[src/rtl/comparator_arbiter.sv]
// comparator_arbiter: round-robin sharing of one external combinational
// magnitude comparator among NUM_REQ requesters, with a single backpressured
// response channel that returns the one-hot result tagged with the requester ID.
//
//   state   | meaning
//   --------+------------------------------------------------------------
//   IDLE    | comparator held in reset; arbitrate and accept one request
//   COMPARE | comparator out of reset for one cycle; capture its result
//   RESPOND | result presented on resp_*; wait for resp_ready
module comparator_arbiter #(
  parameter int NUM_REQ = 4,
  parameter int WIDTH   = 4,
  parameter int IDW     = 2
) (
  input  logic                     clk,
  input  logic                     reset_n,
  input  logic [NUM_REQ-1:0]       req_valid,
  input  logic [NUM_REQ*WIDTH-1:0] req_a,
  input  logic [NUM_REQ*WIDTH-1:0] req_b,
  output logic [NUM_REQ-1:0]       req_ready,
  output logic                     resp_valid,
  input  logic                     resp_ready,
  output logic [IDW-1:0]           resp_id,
  output logic                     resp_greater,
  output logic                     resp_equal,
  output logic                     resp_lesser,
  output logic                     resp_error,
  output logic [WIDTH-1:0]         cmp_a,
  output logic [WIDTH-1:0]         cmp_b,
  output logic                     cmp_reset,
  input  logic                     cmp_greater,
  input  logic                     cmp_equal,
  input  logic                     cmp_lesser,
  output logic                     busy
);

  typedef enum logic [1:0] {
    IDLE    = 2'd0,
    COMPARE = 2'd1,
    RESPOND = 2'd2
  } state_t;

  state_t         state;
  state_t         state_nxt;
  logic [IDW-1:0] last_grant;
  logic [IDW-1:0] cur_id;
  logic [IDW-1:0] grant_id;
  logic [IDW-1:0] scan_idx;
  logic           grant_found;
  logic           cmp_onehot;

  // Round-robin search: first valid requester after last_grant, wrapping.
  always_comb begin
    grant_found = 1'b0;
    grant_id    = '0;
    scan_idx    = '0;
    for (int k = 1; k <= NUM_REQ; k++) begin
      scan_idx = IDW'((int'(last_grant) + k) % NUM_REQ);
      if (!grant_found && req_valid[scan_idx]) begin
        grant_found = 1'b1;
        grant_id    = scan_idx;
      end
    end
  end

  assign cmp_onehot = ( cmp_greater && !cmp_equal && !cmp_lesser) ||
                      (!cmp_greater &&  cmp_equal && !cmp_lesser) ||
                      (!cmp_greater && !cmp_equal &&  cmp_lesser);

  // State register.
  always_ff @(posedge clk or negedge reset_n) begin
    if (!reset_n) begin
      state <= IDLE;
    end else begin
      state <= state_nxt;
    end
  end

  // Next-state and handshake outputs. req_ready is gated by reset_n so a
  // held request is never acknowledged while reset is asserted.
  always_comb begin
    state_nxt  = state;
    req_ready  = '0;
    cmp_reset  = 1'b1;
    resp_valid = 1'b0;
    busy       = 1'b1;
    case (state)
      IDLE: begin
        busy = 1'b0;
        if (grant_found) begin
          req_ready[grant_id] = reset_n;
          state_nxt           = COMPARE;
        end
      end
      COMPARE: begin
        cmp_reset = 1'b0;
        state_nxt = RESPOND;
      end
      RESPOND: begin
        resp_valid = 1'b1;
        if (resp_ready) begin
          state_nxt = IDLE;
        end
      end
      default: begin
        state_nxt = IDLE;
      end
    endcase
  end

  // Operand latch, result capture and fairness pointer. The pointer moves
  // only when a response completes, so an aborted transaction never
  // consumes its requester's turn.
  always_ff @(posedge clk or negedge reset_n) begin
    if (!reset_n) begin
      cmp_a        <= '0;
      cmp_b        <= '0;
      cur_id       <= '0;
      last_grant   <= IDW'(NUM_REQ - 1);
      resp_id      <= '0;
      resp_greater <= 1'b0;
      resp_equal   <= 1'b0;
      resp_lesser  <= 1'b0;
      resp_error   <= 1'b0;
    end else begin
      case (state)
        IDLE: begin
          if (grant_found) begin
            cmp_a  <= req_a[grant_id*WIDTH +: WIDTH];
            cmp_b  <= req_b[grant_id*WIDTH +: WIDTH];
            cur_id <= grant_id;
          end
        end
        COMPARE: begin
          resp_greater <= cmp_greater;
          resp_equal   <= cmp_equal;
          resp_lesser  <= cmp_lesser;
          resp_error   <= !cmp_onehot;
          resp_id      <= cur_id;
        end
        RESPOND: begin
          if (resp_ready) begin
            last_grant <= cur_id;
          end
        end
        default: begin
        end
      endcase
    end
  end

endmodule

[config.mk]
export PLATFORM = sky130hd
export DESIGN_NAME = comparator_arbiter
export DESIGN_NICKNAME = d
export VERILOG_FILES = /design/src/rtl/comparator_arbiter.sv
export SDC_FILE = /design/constraint.sdc
export NUM_CORES = 1
export LEC_CHECK = 0
export CAP_MARGIN = 10
export CORE_MARGIN = 8
export CORE_UTILIZATION = 42
export CTS_BUF_LIST = sky130_fd_sc_hd__clkbuf_8
export CTS_CLUSTER_SIZE = 10
export DETAILED_ROUTE_END_ITERATION = 6
export PLACE_DENSITY = 0.87
export SYNTH_ARGS = -nofsm -noshare
export SYNTH_HDL_FRONTEND = slang
export SYNTH_SLANG_ARGS = --single-unit
export TNS_END_PERCENT = 100
[constraint.sdc]
create_clock -name clk -period 2.8 [get_ports clk]
set_input_delay 0.28 -clock clk [delete_from_list [all_inputs] [get_ports clk]]
set_output_delay 0.28 -clock clk [all_outputs]
set_load 0.05 [all_outputs]
### Yosys cells after proc, flatten, opt, wreduce, memory -nomap -nowiden

Cells that the tools add are included.

| storage, ports and cells | value |
|---|---|
| input port bits | 42 |
| output and inout port bits | 21 |
| bits in registers | 20 |
| word-level logic and storage cells | 76 |

| cells by class | value |
|---|---|
| multiplexer cells | 26 |
| reduce and logical (&&, ||, !) cells | 23 |
| order comparisons | 6 |
| $add $sub $neg | 4 |
| shift-type cells | 2 |
| bitwise gates (word level) | 1 |
| eq/ne operators | 4 |

Operators by type and width:

| operator | count |
|---|---|
| variable part select 16 x 5 -> 4 bit | 2 |
| < comparator 2 x 3 -> 1 bit, second input constant | 5 |
| two-way mux 1 bit | 12 |
| two-way mux 2 bit | 6 |
| logical AND 1 bit | 10 |
| binary-select mux 1 bit (select 2 bit) | 4 |
| two-way mux 4 bit | 2 |
| logical NOT 1 bit | 7 |
| one-hot mux 2 bit (3 select lines) | 1 |
| AND reduction 2 bit | 3 |
| adder 2 x 1 -> 2 bit, second input constant | 2 |
| adder 2 bit, second input constant | 2 |
| AND 4 bit | 1 |
| != test 2 bit, second input constant | 2 |
| demux 1 bit (select 2 bit) | 1 |
| == test 2 x 1 -> 1 bit, second input constant | 1 |
| == test 2 bit, second input constant | 1 |
| >= comparator 2 x 1 -> 1 bit, second input constant | 1 |
| logical NOT 2 bit | 1 |
| logical OR 1 bit | 2 |

### Longest topological paths before layout

| logic depth | value |
|---|---|
| depth in word-level cells | 20 |
| mapped depth | 7 |
| mapped depth without buffers | 5 |

### Worst setup path before layout

Ideal clock, no wire load.

| path | value |
|---|---|
| kind | flip-flop to output port |
| start | reg state[1] |
| end | out req_ready[3] |
| arrival | 2.012 ns |
| stages on the path, launching flop included | 7 |
| slack | 0.508 ns |
| buffers on the path | 1 |
| cells stage by stage | dfrtp_1 or2_1 a21o_1 buf_6 inv_4 nand3_1 nor2b_1 |

| between the ends | value |
|---|---|
| longest elaborated chain between the ends | 2 |

RTL lines:

| element | line | RTL |
|---|---|---|
| start, declared | 43 | `state_t state;` |
| start signal, assigned | 75 | `state <= state_nxt;` |
| logical NOT 2 bit | 87 | `case (state)` |
| two-way mux 4 bit | 87 |  |
| end, declared | 20 | `output logic [NUM_REQ-1:0] req_ready,` |

No other way between the ends.

### Final worst setup path

| path | value |
|---|---|
| start | reg last_grant[1] |
| end | out req_ready[1] |

| between the ends | value |
|---|---|
| longest elaborated chain between the ends | 20 |

RTL lines:

| element | line | RTL |
|---|---|---|
| start, declared | 45 | `logic [IDW-1:0] last_grant;` |
| start signal, assigned | 119 | `last_grant <= IDW'(NUM_REQ - 1);` |
| start signal, assigned | 143 | `last_grant <= cur_id;` |
| adder 2 x 1 -> 2 bit | 58 | `scan_idx = IDW'((int'(last_grant) + k) % NUM_REQ);` |
| binary-select mux 1 bit (select 2 bit) | 59 | `if (!grant_found && req_valid[scan_idx]) begin` |
| two-way mux 1 bit (implied by the code) | 59 |  |
| two-way mux 1 bit | 59 |  |
| logical NOT 1 bit | 59 |  |
| logical AND 1 bit | 59 |  |
| two-way mux 1 bit | 59 |  |
| logical NOT 1 bit | 59 |  |
| [4 not listed] | -- |  |
| two-way mux 2 bit | 59 |  |
| < comparator 2 x 3 -> 1 bit (implied by the code) / >= comparator 2 x 1 -> 1 bit (equally long branches) | 91 | `req_ready[grant_id] = reset_n;` |
| logical AND 1 bit (implied by the code) | 91 |  |
| two-way mux 1 bit (implied by the code) | 91 |  |
| demux 1 bit (select 2 bit) | 91 |  |
| AND 4 bit (no source line) | -- |  |
| two-way mux 4 bit * | 90 | `if (grant_found) begin` |
| two-way mux 4 bit * | 87 |  |

Mark *: on every way between the ends. The rest lies on a longest branch, timed or not. The select of a mux whose other input is x is not followed.

==> results by group <==
Status
  • Outcome: finished, final reports clean

Critical path
  • Critical path launch point type: register
  • Crit path top cell by count: buf_4
  • Crit path max fanout: 11
  • CP delay by family, top: flip-flops
  • Critical Path RT: 2520 ps
  • R2R depth: 5
  • Crit path kind: register to output port
  • Worst path bufs/invs: 2
  • Worst Setup EP: req_ready[1]
  • WP depth: 7
  • CP Cell Sequence: a21oi_1 -> a31oi_1 -> a21oi_2 -> buf_4 -> nand3b_1 -> nor2b_1 -> buf_4
  • RR Endpoint: cmp_b[3]
  • CP peak stage delay: 590 ps
  • Worst path arrival time: 1910 ps
  • Type of element capturing the critical path: output port
  • Reg2reg setup slack: 1080 ps
  • Slowest stage cell on the critical path: dfstp_2
  • Worst r2r src: last_grant[1]
  • Worst Setup SP: last_grant[1]

Die
  • Area of the die: 0.00455 sq mm
  • Ports: 63
  • FP Rows: 18
  • Chip height: ~67 microns
  • Chip Width: between 60 and 70 microns
  • Core box area: roughly 0.0025 sq mm
  • Starting Density: 44.4%

Synthesis
  • Synthesized flop and latch total: 20
  • Primary FF master, synth: dfrtp_1
  • Synth top area cells: dfrtp_1 41%, mux2i_1 15%, mux2_2 7.1%
  • Area leader, netlist: dfrtp_1
  • Yosys top cell area share: 40.5%
  • Syn_area_per_cell: between 10 and 15 sq um
  • Asr flop ratio synth: 100%
  • Post-Synthesis Cells: 103
  • Synthesized area: around 0.0011 sq mm
  • Syn. warnings: 0
  • Yosys cell types: 27
  • Synthesized Nets: about 150
  • Post-synth EDFFs: 0
  • Seq/Total Area, Yosys: 45.3%

Placed design
  • Gpl congestion: 0.809
  • Port Buffers: 62
  • Post-DP HPWL: 2650 microns

Routing
  • Post-Route WL: 3190 microns
  • Routed met1 length: 1280 microns
  • 1st-iter DRT viols: 35
  • WL met2: 1580 microns
  • 1st-pass router iterations: 4
  • Vias per cell: 5.14
  • Top Metal Used: met4
  • Routed len/inst: 16.2 microns
  • Routed length on met3: ~290 microns
  • Post-DRT Antenna Nets: 0
  • DRC: 0
  • Detailed-route via count: 1013

Timing
  • Setup TNS: 0 ps
  • Slew @ Worst Pin: 523 ps
  • Worst Clk Skew: roughly 2.7 ps
  • RSZ-0062 raised after global routing: false
  • Final Hold Viols: 0
  • Max Slew Vio Count: 0
  • Slew HR: between 60% and 70%
  • Achievable Freq: 456 MHz
  • Tcrit/Tclk final: 78.2%
  • Min Tclk post-route: roughly 2200 ps
  • Final setup vio count: 0

Layout
  • Utilization after layout: 72.2%
  • Most frequent cells in the layout: 58 x clkdlybuf4s50_1, 18 x dfrtp_1, 17 x mux2i_1
  • Layout cells sized above 1: 13.2%
  • FILL cells: 199
  • Nets@finish: 210
  • Synthesis-to-layout area growth: 62.4%
  • # diodes: 0
  • Most common cell after layout, fill and taps aside: clkdlybuf4s50_1

Clocking
  • Reg clk slew, reported paths: 70 ps
  • Cts bufs inserted: 3
  • CTS Sinks: 20
  • Post-CTS setup buffer count: 0
  • H-Tree Depth: 1
  • Number of hold buffers added after cts: 0
  • Clk_lat worst skew: roughly 250 ps
  • Root buf cell: clkbuf_8
  • CTS tree: done
  • Clk buf depth: 2
  • Post-CTS resize count: 0

Global routing
  • Largest net degree at the start of global routing: 21
  • Vias in the first global route: roughly 1100
  • First-pass GRT wire length: ~5300 microns
  • GRT Util Overall: 14.6%
  • Antenna violations before repair: 0
  • Total grt overflow: 0

Job
  • Max-cap violation count: 0

Min path
  • Worst Hold Class: input port to asynchronous set/reset pin

Pwr
  • Max VDD drop: 1.02 mV
  • PwrDens: 1140 mW/mm^2
  • Pleak: 0.787 nW
  • Total power: a little over 2 mW
cells in the mapped netlist (2+ instances only):
cell type and instances:
a21oi_1 2, buf_6 2, dfrtp_1 18, dfstp_2 2
inv_1 2, mux2_2 7, mux2i_1 17, nand2_1 15
nand2b_1 6, nor2_1 5, nor2b_1 2, o21ai_0 3
o221ai_1 8
worst register-to-register path: cells and delay by family (launching register included):
kind / cells / cell delay, ps
and+or+nand+nor: 1 / 300
muxes: 1 / 210
DFF: 1 / 590
AOI/OAI and AO/OA: 3 / 530
cells by family after synthesis:
family,synth area share (%)
AO/OA/AOI/OAI,12.7
XOR/XNOR,0.788
buffers and inverters,5.86
flip-flops,45.3
multiplexers,22.4
AND/OR/NAND/NOR,13.0
flip-flops by register name, indices dropped and copies added, names as in the netlist:
register,flops
cur_id,2
last_grant,2
state,2
cmp_b,4
resp_error,1
resp_equal,1
resp_lesser,1
resp_greater,1
cmp_a,4
resp_id,2
worst min path at each step:
stage	start	end	slack, ps
2_1_floorplan	reset_n	cmp_a[0]	-20
3_3_place_gp	resp_error	resp_error	460
3_5_place_dp	resp_error	resp_error	480
4_1_cts	reset_n	cmp_b[2]	460
5_1_grt	reset_n	state[0]	470
6_report	reset_n	state[0]	460
report_power, final:
group          internal [mW]  switching [mW]  total, mW
clock                 0.0973          0.0881      0.185
combinational          0.521           0.818       1.34
sequential             0.447          0.0910      0.538
through the flow:
stage | std cells | hold slack, ps | cell area [sq um] | worst slack (ps)
after floorplan | 103 | -15.6 | 1110 | 508
after global placement | 193 | 463 | 1760 | 706
after detailed placement | 193 | 477 | 1760 | 654
after CTS | 197 | 461 | 1800 | 609
after global routing | 197 | 475 | 1800 | 512
final | 197 | 461 | 1800 | 609
metal layers:
layer  vias up  track usage [%]
li1        496                -
met1       471             16.5
met2        44             25.3
met3         2             4.30
met4         0             5.48
met5         -                0
cell type report:
cell class	count	area, sq um	area share [%]
Clock inverter	1	3.75	0.208
Inverter	3	13.8	0.763
Multi-Input combinational cell	75	547	30.3
Tap cell	30	37.5	2.08
Clock buffer	3	41.3	2.29
Timing Repair Buffer	65	658	36.5
Sequential cell	20	503	27.9
Note: power is estimated with default switching activity, not from simulation.
